$ cat src/rtl/arb_pkg.sv
// Shared constants, state encoding and helpers for the 8-way round-robin arbiter.
package arb_pkg;
  localparam int N_REQ = 8;
  localparam int IDX_W = 3;

  typedef logic [1:0] state_t;

  localparam state_t ST_IDLE    = 2'd0;
  localparam state_t ST_GRANT   = 2'd1;
  localparam state_t ST_RELEASE = 2'd2;

  function automatic logic [N_REQ-1:0] idx_to_onehot(input logic [IDX_W-1:0] idx);
    return N_REQ'(1) << idx;
  endfunction
endpackage

$ cat src/rtl/rr_arbiter_8_if.sv
// Request/grant bundle between the requesters (master) and the arbiter (slave).
interface rr_arbiter_8_if;
  import arb_pkg::*;

  logic [N_REQ-1:0] req;
  logic [N_REQ-1:0] grant;
  logic [IDX_W-1:0] grant_idx;
  logic             grant_valid;
  logic             preempted;

  modport master (
    output req,
    input  grant,
    input  grant_idx,
    input  grant_valid,
    input  preempted
  );

  modport slave (
    input  req,
    output grant,
    output grant_idx,
    output grant_valid,
    output preempted
  );
endinterface

$ cat src/rtl/rr_pick_8.sv
// Combinational round-robin pick: first set request at or after ptr, wrapping mod 8.
module rr_pick_8
  import arb_pkg::*;
(
  input  logic [N_REQ-1:0] req,
  input  logic [IDX_W-1:0] ptr,
  output logic             any,
  output logic [IDX_W-1:0] idx
);
  logic [2*N_REQ-1:0] doubled;
  logic [N_REQ-1:0]   rotated;
  logic [IDX_W-1:0]   offset;

  // Rotating right by ptr puts the highest-priority requester at bit 0.
  assign doubled = {req, req};
  assign rotated = doubled[ptr +: N_REQ];
  assign any     = |rotated;

  always_comb begin
    offset = '0;
    for (int i = N_REQ - 1; i >= 0; i--) begin
      if (rotated[i]) begin
        offset = IDX_W'(i);
      end
    end
  end

  assign idx = offset + ptr;
endmodule

$ cat src/rtl/rr_arbiter_8.sv
// Round-robin arbiter for 8 requesters with registered grant, hold-limit preemption
// and a one-cycle break-before-make gap between owners.
module rr_arbiter_8
  import arb_pkg::*;
#(
  parameter int MAX_HOLD = 16,
  parameter int HOLD_W   = 5
) (
  input  logic           clk,
  input  logic           reset,
  rr_arbiter_8_if.slave  bus
);
  // Counter stops at the last allowed cycle; with no limit it simply saturates.
  localparam logic [HOLD_W-1:0] HOLD_SAT = (MAX_HOLD == 0) ? {HOLD_W{1'b1}} : HOLD_W'(MAX_HOLD - 1);

  state_t           state;
  logic [IDX_W-1:0] ptr;
  logic [IDX_W-1:0] owner;
  logic [HOLD_W-1:0] hold;
  logic [N_REQ-1:0] grant_r;
  logic             valid_r;
  logic             preempted_r;
  logic             pick_any;
  logic [IDX_W-1:0] pick_idx;
  logic             owner_req;
  logic             timeout;

  rr_pick_8 u_pick (
    .req (bus.req),
    .ptr (ptr),
    .any (pick_any),
    .idx (pick_idx)
  );

  assign owner_req = bus.req[owner];
  assign timeout   = (MAX_HOLD != 0) && (hold == HOLD_SAT);

  always_ff @(posedge clk) begin
    if (reset) begin
      state       <= ST_IDLE;
      ptr         <= '0;
      owner       <= '0;
      hold        <= '0;
      grant_r     <= '0;
      valid_r     <= 1'b0;
      preempted_r <= 1'b0;
    end else begin
      preempted_r <= 1'b0;
      case (state)
        ST_IDLE: begin
          if (pick_any) begin
            state   <= ST_GRANT;
            owner   <= pick_idx;
            grant_r <= idx_to_onehot(pick_idx);
            valid_r <= 1'b1;
            hold    <= '0;
          end
        end
        ST_GRANT: begin
          // A dropped request wins over a simultaneous timeout, so preempted only
          // flags exits where the owner still wanted the resource.
          if (!owner_req || timeout) begin
            state       <= ST_RELEASE;
            preempted_r <= owner_req;
            ptr         <= owner + IDX_W'(1);
            owner       <= '0;
            grant_r     <= '0;
            valid_r     <= 1'b0;
            hold        <= '0;
          end else if (hold != HOLD_SAT) begin
            hold <= hold + HOLD_W'(1);
          end
        end
        ST_RELEASE: begin
          state <= ST_IDLE;
        end
        default: begin
          state <= ST_IDLE;
        end
      endcase
    end
  end

  assign bus.grant       = grant_r;
  assign bus.grant_idx   = owner;
  assign bus.grant_valid = valid_r;
  assign bus.preempted   = preempted_r;
endmodule

$ cat src/flat_wrapper.sv
// flat-port wrapper written by rule: the top's interface ports become plain ports
module rr_arbiter_8_flat import arb_pkg::*;
#(
  parameter int MAX_HOLD = 16,
  parameter int HOLD_W   = 5
)
  (clk, reset, bus_req, bus_grant, bus_grant_idx, bus_grant_valid, bus_preempted);
  rr_arbiter_8_if bus_i ();
  input  logic clk;
  input  logic reset;
  input wire logic [$bits(bus_i.req)-1:0] bus_req;
  output wire logic [$bits(bus_i.grant)-1:0] bus_grant;
  output wire logic [$bits(bus_i.grant_idx)-1:0] bus_grant_idx;
  output wire logic [$bits(bus_i.grant_valid)-1:0] bus_grant_valid;
  output wire logic [$bits(bus_i.preempted)-1:0] bus_preempted;
  assign bus_i.req = bus_req;
  assign bus_grant = bus_i.grant;
  assign bus_grant_idx = bus_i.grant_idx;
  assign bus_grant_valid = bus_i.grant_valid;
  assign bus_preempted = bus_i.preempted;
  rr_arbiter_8 #(.MAX_HOLD(MAX_HOLD), .HOLD_W(HOLD_W)) u_core (.clk(clk), .reset(reset), .bus(bus_i));
endmodule
$ cat config.mk
export PLATFORM = sky130hd
export DESIGN_NAME = rr_arbiter_8_flat
export DESIGN_NICKNAME = d
export VERILOG_FILES = /design/src/rtl/arb_pkg.sv /design/src/rtl/rr_arbiter_8_if.sv /design/src/rtl/rr_pick_8.sv /design/src/rtl/rr_arbiter_8.sv /design/src/flat_wrapper.sv
export SDC_FILE = /design/constraint.sdc
export NUM_CORES = 1
export LEC_CHECK = 0
export BUFFER_PORTS_ARGS = -buffer_cell sky130_fd_sc_hd__buf_4
export CAP_MARGIN = 15
export CORE_UTILIZATION = 41
export CTS_BUF_LIST = sky130_fd_sc_hd__clkbuf_16
export DETAILED_ROUTE_END_ITERATION = 10
export PLACE_DENSITY_LB_ADDON = 0.2
export SLEW_MARGIN = 20
export SYNTH_ARGS = -nofsm -noshare
export SYNTH_HDL_FRONTEND = slang
export SYNTH_SLANG_ARGS = --single-unit
export TNS_END_PERCENT = 10
$ cat constraint.sdc
create_clock -name clk -period 4 [get_ports clk]
set_input_delay 0.4 -clock clk [delete_from_list [all_inputs] [get_ports clk]]
set_output_delay 0.4 -clock clk [all_outputs]
set_load 0.01 [all_outputs]
## Yosys cells after proc, flatten, opt, wreduce, memory -nomap -nowiden

Cells that the tools add are included.

- Shift-type cells: 2
- $mul: 0
- Equality and inequality tests: 6
- Reduce and logical (&&, ||, !) cells: 10
- Bitwise operators: 2
- Multiplexer cells: 26
- Divide/modulo/power cells: 0
- Add/sub/neg operators: 3
- $lt $le $gt $ge: 1

Operators by type and width:

| kind | number |
|---|---|
| 2-to-1 mux 3 bit | 10 |
| 2-to-1 mux 8 bit | 2 |
| one-hot mux 8 bit (2 select lines) | 1 |
| indexed part select 16 x 4 -> 8 bit | 1 |
| 2-to-1 mux 5 bit | 3 |
| one-hot mux 5 bit (2 select lines) | 1 |
| OR reduction 8 bit | 1 |
| << shifter 1 x 3 -> 8 bit (first input constant) | 1 |
| one-hot mux 3 bit (2 select lines) | 1 |
| AND reduction 3 bit | 2 |
| adder 5 x 1 -> 5 bit (second input constant) | 1 |
| == test 5 x 4 -> 1 bit (second input constant) | 1 |
| inequality test 5 x 4 -> 1 bit (second input constant) | 1 |
| less-than comparator 3 x 4 -> 1 bit (second input constant) | 1 |
| 2-to-1 mux 2 bit | 2 |
| inequality test 2 x 1 -> 1 bit (second input constant) | 2 |
| one-hot mux 2 bit (2 select lines) | 1 |
| AND reduction 2 bit | 2 |
| adder 3 x 1 -> 3 bit (second input constant) | 1 |
| adder 3 bit | 1 |
| binary-select mux 1 bit (select 3 bit) | 1 |
| 2-to-1 mux 1 bit | 3 |
| inequality test 3 x 1 -> 1 bit (second input constant) | 1 |
| OR reduction 3 bit | 1 |
| other kinds (7) | 8 |

- Memories kept: 0
- Input bits: 10
- Latch bits: 0
- Memory bits (read-only): 0
- Output and inout port bits: 13
- Register bits after elaboration: 23
- RAM bits: 0
- Logic and storage cells: 57

## Logic depth before layout (Yosys ltp)

Gate-level depths: netlist of the first run.

- Word-level depth: 13
- Depth in mapped cells: 12
- Mapped depth without buffers: 11

## Modules after synthesis

A second synthesis of the first run with hierarchy kept.

- Cells, all modules: 209
- Area, all modules: 1840.5 µm²

By module, submodules not included:

| module | cells an instance | times used | seq. area each (µm²) | area an instance (µm²) |
|---|---|---|---|---|
| rr_arbiter_8 | 138 | 1 | 460.4 | 1188.6 |
| rr_pick_8 | 71 | 1 | 0.0 | 651.9 |

## Worst setup path before layout of the first run

Ideal clock, no wire load.

- Path type: reg2reg
- Start point: reg u_core.ptr[1]
- End point: reg u_core.grant_r[0], in the netlist u_core.bus.grant[0]
- Library setup time: 0.070 ns
- Clock period less this slack: 3.448 ns
- Path buffers: 1
- Stages on the path, launching flop included: 13
- Data arrival time: 3.378 ns
- Required time: 3.930 ns
- Slack: 0.552 ns
- Cell sequence: dfxtp_1 clkbuf_1 mux4_1 nand2b_1 a311o_1 o31ai_1 a32o_1 ha_1 inv_1 fa_1 inv_1 or3_1 o2bb2ai_1

- Longest elaborated chain between the ends: 13
- Elaborated cells between the ends (all ways): 16
- Those cells by class: add/sub (1); eq/ne (1); shift (2); mux (10); reduce/logical (2)

Ends and longest elaborated chain:

| what | line | RTL |
|---|---|---|
| from (decl) | rr_arbiter_8.sv:17 | `logic [IDX_W-1:0] ptr;` |
| from (signal assigned) | rr_arbiter_8.sv:65 | `ptr <= owner + IDX_W'(1);` |
| indexed part select 16 x 4 -> 8 bit | rr_pick_8.sv:16 | `assign rotated = doubled[ptr +: N_REQ];` |
| 2-to-1 mux 3 bit (8 in a row) | rr_pick_8.sv:22 | `if (rotated[i]) begin` |
| adder 3 bit | rr_pick_8.sv:28 | `assign idx = offset + ptr;` |
| << shifter 1 x 3 -> 8 bit | arb_pkg.sv:13 | `return N_REQ'(1) << idx;` |
| 2-to-1 mux 8 bit | rr_arbiter_8.sv:51 | `if (pick_any) begin` |
| one-hot mux 8 bit (2 select lines) | rr_arbiter_8.sv:49 | `case (state)` |
| to (signal assigned) | rr_arbiter_8.sv:54 | `grant_r <= idx_to_onehot(pick_idx);` |
| to (decl) | rr_arbiter_8.sv:20 | `logic [N_REQ-1:0] grant_r;` |

Several ways; a longest one is shown, not always the timed one. The select of a mux whose other input is x is not followed.
A chain may end at the register's enable or synchronous reset.

## Worst setup path in the final report of the first run

- Start point: reg u_core.ptr[0]
- End point: reg u_core.grant_r[0], in the netlist u_core.bus.grant[0]

Same word-level chain as after synthesis.

==> results.rst, run 1 <==
.. list-table::
   :header-rows: 1

   * - Metric
     - Value
   * - Req. time, crit path
     - 4.19 ns
   * - Outcome
     - complete, no violations
   * - Combinational group share of total power
     - 0.440
   * - EDFF count, synth
     - 0
   * - Routed Antenna Nets
     - 0
   * - Weighted congestion reported at the end of routability-driven placement
     - 0.936
   * - DRT Wirelength
     - 2930 um
   * - CTS resizes
     - 0
   * - Total GRT Usage
     - 0.185
   * - Internal power consumption
     - 0.615 mW
   * - Antenna diodes
     - 0
   * - Area growth, synth to finish
     - 20.5%
   * - Maximum frequency from static timing analysis
     - 276 MHz
   * - Post-route fraction of the period consumed by the critical path
     - 0.906
   * - DRC violations left
     - 0
   * - Share of synthesized registers carrying an async set or reset
     - 0
   * - Classification of the worst-slack hold path
     - input pin to register
   * - CTS root buffer
     - clkbuf_16
   * - Kind of critical path
     - register to register
   * - # setup viols final
     - 0
   * - Crit path DAT
     - 3.81 ns
   * - Via count of the first global-routing pass
     - 1,106
   * - Placed cell area
     - 1620 sq um
   * - Distinct cell type count of the synthesized netlist
     - 48
   * - I/O Pins
     - 23
   * - CP Launch Type
     - register
   * - Chip Height
     - 60.7 um
   * - Most frequent standard cell in the layout excluding fill and tap cells
     - buf_4
   * - Most used cells in the layout excluding fill and tap cells
     - buf_4 (24), dfxtp_1 (23), nor2_1 (12)
   * - Syn Nets
     - 146
   * - 1st-iter DRT viols
     - 38
   * - Wire length of the first global-routing pass
     - 5080 um
   * - Type of destination of the critical path
     - register
   * - Post-synthesis sequential area ratio
     - 0.326
   * - Vias per std cell
     - 5.70
   * - First-pass detailed-route iteration total
     - 4
   * - Number of warning messages in the yosys log
     - 0
   * - Chip Width
     - 60.7 um
   * - Clk_lat worst skew
     - 0.25 ns
   * - Combined area of all synthesized cells
     - 1410 sq um
   * - Number of setup buffers added after CTS
     - 0
   * - Number of antenna violations at the first check in global routing
     - 0
   * - Sequential group share of total power
     - 0.342
   * - Number of cell rows
     - 20
   * - Clock Power Share
     - 0.218
   * - CTS H-Tree Depth
     - 1
   * - Power density over cell area
     - 563 nW/um^2
   * - Pin count of the biggest net entering global routing
     - 14
   * - Number of port buffers
     - 22
   * - Overflow left after global routing
     - 0
   * - Number of max-cap violations
     - 0
   * - CTS Hold Bufs
     - 0
   * - Total number of clock tree sinks
     - 23
   * - Post-layout instance area
     - 1700 sq um
   * - Unrepaired setup endpoints after global routing
     - no
   * - Die area
     - 3680 sq um
   * - Clock period minus worst slack
     - 3.63 ns
   * - Clock tree from TritonCTS
     - done
   * - Clock-pin slew reported for the worst setup and hold paths after clock tree synthesis
     - 0.06 ns
   * - Post-synth top flop
     - dfxtp_1
   * - Maximum fanout along the worst path
     - 6
   * - Switching share of total power
     - 0.359
   * - Initial standard-cell utilization of the core
     - 0.448
   * - Core outline area
     - 3150 sq um
   * - Net switching power figure
     - 0.344 mW
   * - Seq cells post-synth
     - 23
   * - Maximum vdd drop
     - 362 uV
   * - Final HPWL DP
     - 2330 um
   * - Accumulated negative setup slack
     - 0 ns
   * - Syn Area/Cell
     - 10.8 sq um
   * - Average wire per cell in the routed design
     - 14.7 um
   * - TritonCTS buffer count
     - 3
   * - Post-Route Skew
     - 0.00457 ns
   * - Number of max-slew violations in the final report
     - 0
   * - Worst rel slew slack
     - 0.573
   * - Proportion of layout cells with a drive suffix above 1
     - 0.284
   * - Overall via count from detail_route
     - 1,135
   * - Number of hold-slack violations in the final timing report
     - 0
   * - Worst Max-Slew Pin Slew
     - 0.636 ns
   * - Longest Clk Path Bufs
     - 2
   * - Final net count
     - 171
   * - Lkg Pwr
     - 0.712 nW
   * - Mapped Cells
     - 131
==> flip-flops by register name (all words and copies together) (netlist names) <==
register and flops:
u_core.bus.grant 8, u_core.bus.preempted 1, u_core.state 2, u_core.hold 5
u_core.bus.grant_valid 1, u_core.ptr 3, u_core.bus.grant_idx 3
==> metal layers <==
| layer | vias up | wire length [um] | track usage |
|---|---|---|---|
| met1 | 546 | 1340 | 0.253 |
| met4 | 0 | 22 | 0.0519 |
| li1 | 562 | - | - |
| met2 | 23 | 1440 | 0.289 |
| met5 | - | 0 | 0 |
| met3 | 4 | 119 | 0.0512 |
==> Yosys cell counts, types with 2 or more instances <==
master     count  share of area
or2_2          2         0.0089
o2bb2ai_1      2          0.012
o21ai_0        3          0.011
clkbuf_1       2         0.0053
ha_1           4          0.035
nand3_1        2         0.0071
a32o_1         3          0.021
nand2_1        3         0.0080
nor4_1         2         0.0089
inv_1         10          0.027
dfxtp_1       23           0.33
a22o_1         4          0.025
xnor2_1        2          0.012
nor3_1         5          0.018
o31ai_1        5          0.027
mux4_2         4          0.064
a21oi_1        3          0.011
a32o_2         2          0.016
or4_4          2          0.016
nor2_1        12          0.032
mux4_1         6           0.11
mux2i_1        3          0.021
a31oi_1        2         0.0089
==> through the flow <==
stage / power (mW) / worst slack, ns / hold slack [ns] / cells / utilization
2_1_floorplan: 0.633 / 0.552 / 0.448 / 131 / -
3_3_place_gp: 0.747 / 0.507 / 0.451 / 195 / 0.514
3_5_place_dp: 0.753 / 0.430 / 0.450 / 195 / 0.514
4_1_cts: 0.967 / 0.407 / 0.340 / 199 / 0.540
5_1_grt: 1.03 / 0.152 / 0.344 / 199 / 0.540
6_report: 0.959 / 0.375 / 0.345 / 199 / 0.540
==> worst max-delay path, cell delays in order, from the launching register on <==
cell	delay, ns
dfxtp_1	0.45
mux4_1	0.67
and3b_2	0.24
a311o_1	0.34
o31ai_1	0.28
a32o_1	0.21
ha_1	0.13
inv_1	0.05
fa_1	0.56
inv_1	0.10
or3_1	0.39
o2bb2ai_1	0.13
==> power groups by stage <==
stage	logic, mW	clock network (mW)	registers, mW
2_1_floorplan	0.299	0	0.333
3_3_place_gp	0.416	0	0.331
3_5_place_dp	0.420	0	0.333
4_1_cts	0.423	0.215	0.329
5_1_grt	0.468	0.226	0.336
6_report	0.422	0.209	0.328
==> final timing paths <==
kind	endpoint	start	slack, ns	cells past startpoint
max	u_core.bus.grant[0]	u_core.ptr[0]	0.37	11
min reg2reg	u_core.bus.grant[0]	u_core.bus.grant[0]	0.46	1
max reg2reg	u_core.bus.grant[0]	u_core.ptr[0]	0.37	11
min	u_core.ptr[0]	reset	0.34	2
==> kinds of logic (layout without fill, tap and decap cells) <==
kind of cell,Yosys count,count (layout),share of synthesized area
buf+inv,14,38,0.0452
compound gates,33,33,0.183
mux,13,13,0.197
xor+xnor,5,5,0.0416
simple gates,37,37,0.150
flops,23,23,0.326
fa+ha+maj,6,6,0.0576
==> cell type report <==
class	instances	area [sq um]
Sequential cell	23	460
Fill cell	316	1450
Inverter	10	37.5
Tap cell	44	55.1
Clock buffer	3	75.1
Timing Repair Buffer	24	180
Clock inverter	1	5.00
Multi-Input combinational cell	94	888
(Power assumes the default switching activity.)
==> run 2, diff against run 1 <==
--- a/config.mk
+++ b/config.mk
@@ -5,6 +5,7 @@
 export SDC_FILE = /design/constraint.sdc
 export NUM_CORES = 1
 export LEC_CHECK = 0
+export ABC_AREA = 1
 export BUFFER_PORTS_ARGS = -buffer_cell sky130_fd_sc_hd__buf_4
 export CAP_MARGIN = 15
 export CORE_UTILIZATION = 41
==> run 2 against run 1 <==
Worst setup slack better by 0.67 ns; register-to-register slack better by 0.67 ns; largest cell class unchanged; critical endpoint is now u_core.bus.grant[7]; sequential share of layout area down 3.1 points; core utilization down 3.0 points; first-iteration DRC count increased to 3.6 times the previous value; clock skew down 0.0022 ns.
==> results.rst, run 2 <==
.. list-table::
   :header-rows: 1

   * - Metric
     - Value
   * - Outcome
     - complete, no violations (unchanged)
   * - Kind of critical path
     - register to register (unchanged)
   * - Vias per std cell
     - 4.91 (was 5.70)
   * - CTS root buffer
     - clkbuf_16 (unchanged)
   * - Post-Route Skew
     - 0.00234 ns (was 0.00457 ns)
   * - Capture instance of the worst register-to-register path
     - u_core.bus.grant[7] (was u_core.bus.grant[0])
   * - Number of port buffers
     - 22 (unchanged)
   * - Proportion of layout cells with a drive suffix above 1
     - 0.273 (was 0.284)
   * - Largest cells by area after synthesis
     - dfxtp_1 (28%), nand2_1 (17%), nand2_2 (10%), nand3_1 (7.2%), nand3_2 (6.0%) (was dfxtp_1 (33%), mux4_1 (11%), mux4_2 (6.4%), ha_1 (3.5%), nor2_1 (3.2%))
   * - Chip Height
     - 65.8 um (was 60.7 um)
   * - Maximum frequency from static timing analysis
     - 339 MHz (was 276 MHz)
   * - Dominant cell by count in the synthesized netlist
     - nand2_1 (was dfxtp_1)
   * - Final net count
     - 280 (was 171)
   * - Crit path DAT
     - 3.10 ns (was 3.81 ns)
   * - CTS H-Tree Depth
     - 1 (unchanged)
   * - Seq cells post-synth
     - 23 (unchanged)
   * - Sequential standard cell area
     - 460 sq um (unchanged)
   * - Top-area cell type share of the netlist area
     - 0.276 (was 0.326)
   * - Antenna diodes
     - 0 (unchanged)
   * - Total GRT Usage
     - 0.191 (was 0.185)
   * - Cells along the critical path
     - inv_6, nand2_2, nand3_2, nand2_2, nand2_1, nand2_1, a21oi_1, o21ai_0, nand2_1, a21boi_0, ha_1, inv_1, fa_1, xor2_1, nand3b_1, nand2_2, nor2_1, nand2_1, nand2_1 (was mux4_1, and3b_2, a311o_1, o31ai_1, a32o_1, ha_1, inv_1, fa_1, inv_1, or3_1, o2bb2ai_1)
   * - Clk_lat worst skew
     - 0.25 ns (about the same)
   * - Combined area of the multi-input logic cells
     - 1080 sq um (was 888 sq um)
   * - Clock period minus worst slack
     - 2.95 ns (was 3.63 ns)
   * - Overflow left after global routing
     - 0 (unchanged)
   * - Critical Path Start
     - u_core.ptr[0] (unchanged)
   * - Number of max-slew violations in the final report
     - 0 (unchanged)
   * - Via count of the first global-routing pass
     - 1,482 (was 1,106)
   * - Worst Setup EP
     - u_core.bus.grant[7] (was u_core.bus.grant[0])
   * - Longest Clk Path Bufs
     - 2 (unchanged)
   * - Unrepaired setup endpoints after global routing
     - no (unchanged)
   * - CTS Hold Bufs
     - 0 (unchanged)
   * - Critical Path Slowest Stage Cell
     - dfxtp_1 (was mux4_1)
   * - Number of hold-slack violations in the final timing report
     - 0 (unchanged)
   * - Post-route fraction of the period consumed by the critical path
     - 0.738 (was 0.906)
   * - Accumulated negative setup slack
     - 0 ns (unchanged)
   * - DRT Wirelength
     - 3530 um (was 2930 um)
   * - Chip Width
     - 65.8 um (was 60.7 um)
   * - Reg-to-reg slack, setup
     - 1.05 ns (was 0.37 ns)
   * - Power density over cell area
     - 664 nW/um^2 (was 563 nW/um^2)
   * - Worst Max-Slew Pin Slew
     - 0.492 ns (was 0.636 ns)
   * - Mapped Cells
     - 244 (was 131)
   * - Number of flip-flops under the largest register name
     - 8 (unchanged)
   * - Share of synthesized registers carrying an async set or reset
     - 0 (unchanged)
   * - Initial standard-cell utilization of the core
     - 0.443 (was 0.448)
   * - CP Launch Type
     - register (unchanged)
   * - TritonCTS buffer count
     - 3 (unchanged)
   * - Overall via count from detail_route
     - 1,532 (was 1,135)
   * - Number of max-cap violations
     - 0 (unchanged)
   * - Beginning of the worst register-to-register path
     - u_core.ptr[0] (unchanged)
   * - Core outline area
     - 3770 sq um (was 3150 sq um)
   * - Clock-pin slew reported for the worst setup and hold paths after clock tree synthesis
     - 0.06 ns (about the same)
   * - Total number of clock tree sinks
     - 23 (unchanged)
   * - Most frequent standard cell in the layout excluding fill and tap cells
     - nand2_1 (was buf_4)
   * - Number of cells in the finished layout apart from fillers
     - 312 (was 199)
   * - Combined area of all synthesized cells
     - 1670 sq um (was 1410 sq um)
   * - Req. time, crit path
     - 4.15 ns (was 4.19 ns)
   * - Syn Nets
     - 259 (was 146)
   * - Die area
     - 4330 sq um (was 3680 sq um)
   * - Area growth, synth to finish
     - 15.1% (was 20.5%)
   * - Leading cell types by count after synthesis
     - nand2_1 (74), nand2_2 (28), nand3_1 (24) (was dfxtp_1 (23), nor2_1 (12), inv_1 (10))
   * - # setup viols final
     - 0 (unchanged)
   * - Post-synth top flop
     - dfxtp_1 (unchanged)
   * - Pin count of the biggest net entering global routing
     - 15 (was 14)
   * - CTS resizes
     - 0 (unchanged)
   * - Lkg Pwr
     - 0.941 nW (was 0.712 nW)
   * - Wire length of the first global-routing pass
     - 6450 um (was 5080 um)
   * - Number of antenna violations at the first check in global routing
     - 0 (unchanged)
   * - Number of cell rows
     - 22 (was 20)
   * - Filler cell count in the final layout
     - 373 (was 316)
   * - Distinct cell type count of the synthesized netlist
     - 30 (was 48)
   * - Maximum vdd drop
     - 309 uV (was 362 uV)
   * - Placed insts
     - 308 (was 195)
   * - DRC violations left
     - 0 (unchanged)
   * - Maximum fanout along the worst path
     - 10 (was 6)
   * - Final HPWL DP
     - 2720 um (was 2330 um)
   * - Clock tree from TritonCTS
     - done (unchanged)
   * - Weighted congestion reported at the end of routability-driven placement
     - 0.876 (was 0.936)
   * - Most used cells in the layout excluding fill and tap cells
     - nand2_1 (74), nand2_2 (28), nand3_1 (24) (was buf_4 (24), dfxtp_1 (23), nor2_1 (12))
   * - Post-synthesis sequential area ratio
     - 0.276 (was 0.326)
   * - Worst rel slew slack
     - 0.672 (was 0.573)
   * - Classification of the worst-slack hold path
     - input pin to register (unchanged)
   * - Routed Antenna Nets
     - 0 (unchanged)
   * - 1st-iter DRT viols
     - 137 (was 38)
   * - Cell repeated most along the worst path
     - nand2_1 (was inv_1)
   * - Yosys top cell by area
     - dfxtp_1 (unchanged)
   * - Stage delay of the slowest cell on the critical path
     - 0.59 ns (was 0.67 ns)
   * - EDFF count, synth
     - 0 (unchanged)
   * - First-pass detailed-route iteration total
     - 4 (unchanged)
   * - Worst R2R Path Depth
     - 19 (was 11)
   * - I/O Pins
     - 23 (unchanged)
   * - Type of destination of the critical path
     - register (unchanged)
   * - Average wire per cell in the routed design
     - 11.3 um (was 14.7 um)
   * - Number of warning messages in the yosys log
     - 0 (unchanged)
   * - Number of setup buffers added after CTS
     - 0 (unchanged)
   * - Syn Area/Cell
     - 6.84 sq um (was 10.8 sq um)
[run 2: worst min path at each step]
stage | to | depth (start not counted) | from
finish | u_core.hold[2] | 2 | reset
global route | u_core.hold[4] | 2 | reset
CTS | u_core.hold[3] | 2 | reset
detailed placement | u_core.bus.grant_valid | 2 | u_core.bus.grant_valid
global placement | u_core.bus.grant_valid | 2 | u_core.bus.grant_valid
floorplan | u_core.hold[4] | 2 | u_core.hold[4]
[run 2: where the power goes]
part	internal [mW]	total (mW)	leakage, nW	switching [mW]
logic	0.248	0.712	0.711	0.464
clock network	0.133	0.209	0.0423	0.0760
registers	0.283	0.355	0.187	0.0717
[run 2: cells by family after synthesis]
logic type | Yosys count | synth area share
XOR/XNOR | 4 | 0.0210
AND/OR/NAND/NOR | 164 | 0.496
flip-flops | 23 | 0.276
AO/OA/AOI/OAI | 23 | 0.0870
adder cells (fa/ha/maj) | 5 | 0.0420
buffers and inverters | 25 | 0.0780
[run 2: critical path: cells and delay by family (launching register included)]
kind / cells / cell delay [ns]
AND/OR/NAND/NOR: 11 / 1.03
AO/OA/AOI/OAI: 3 / 0.37
flip-flops: 1 / 0.59
adder cells (fa/ha/maj): 2 / 0.54
XOR/XNOR: 1 / 0.16
buffers and inverters: 2 / 0.16
[run 2: per-layer routing]
| layer | vias to the layer above | global-route usage | wire [um] | share of wire |
|---|---|---|---|---|
| li1 | 824 | - | - | - |
| met1 | 689 | 0.249 | 1760 | 0.50 |
| met2 | 14 | 0.327 | 1670 | 0.47 |
| met3 | 5 | 0.0155 | 50 | 0.014 |
| met4 | 0 | 0.0652 | 51 | 0.014 |
| met5 | - | 0 | 0 | 0 |
[run 2: stage by stage]
stage	hold slack (ns)	power, mW	utilization	setup WS, ns	cell area (sq um)
finish	0.395	1.28	0.510	1.05	1920
global route	0.417	1.40	0.510	0.791	1920
CTS	0.394	1.29	0.510	1.04	1920
detailed placement	0.449	1.07	0.489	1.06	1840
global placement	0.446	1.07	0.489	1.10	1840
floorplan	0.441	0.916	-	1.51	1670
[run 2: layout make-up]
cell class,count,area share
flip-flops and latches,23,0.240
clock inverters,1,0.00195
well taps,48,0.0313
repair buffers,22,0.0859
clock buffers,3,0.0391
inverters,19,0.0410
multi-input cells,196,0.561
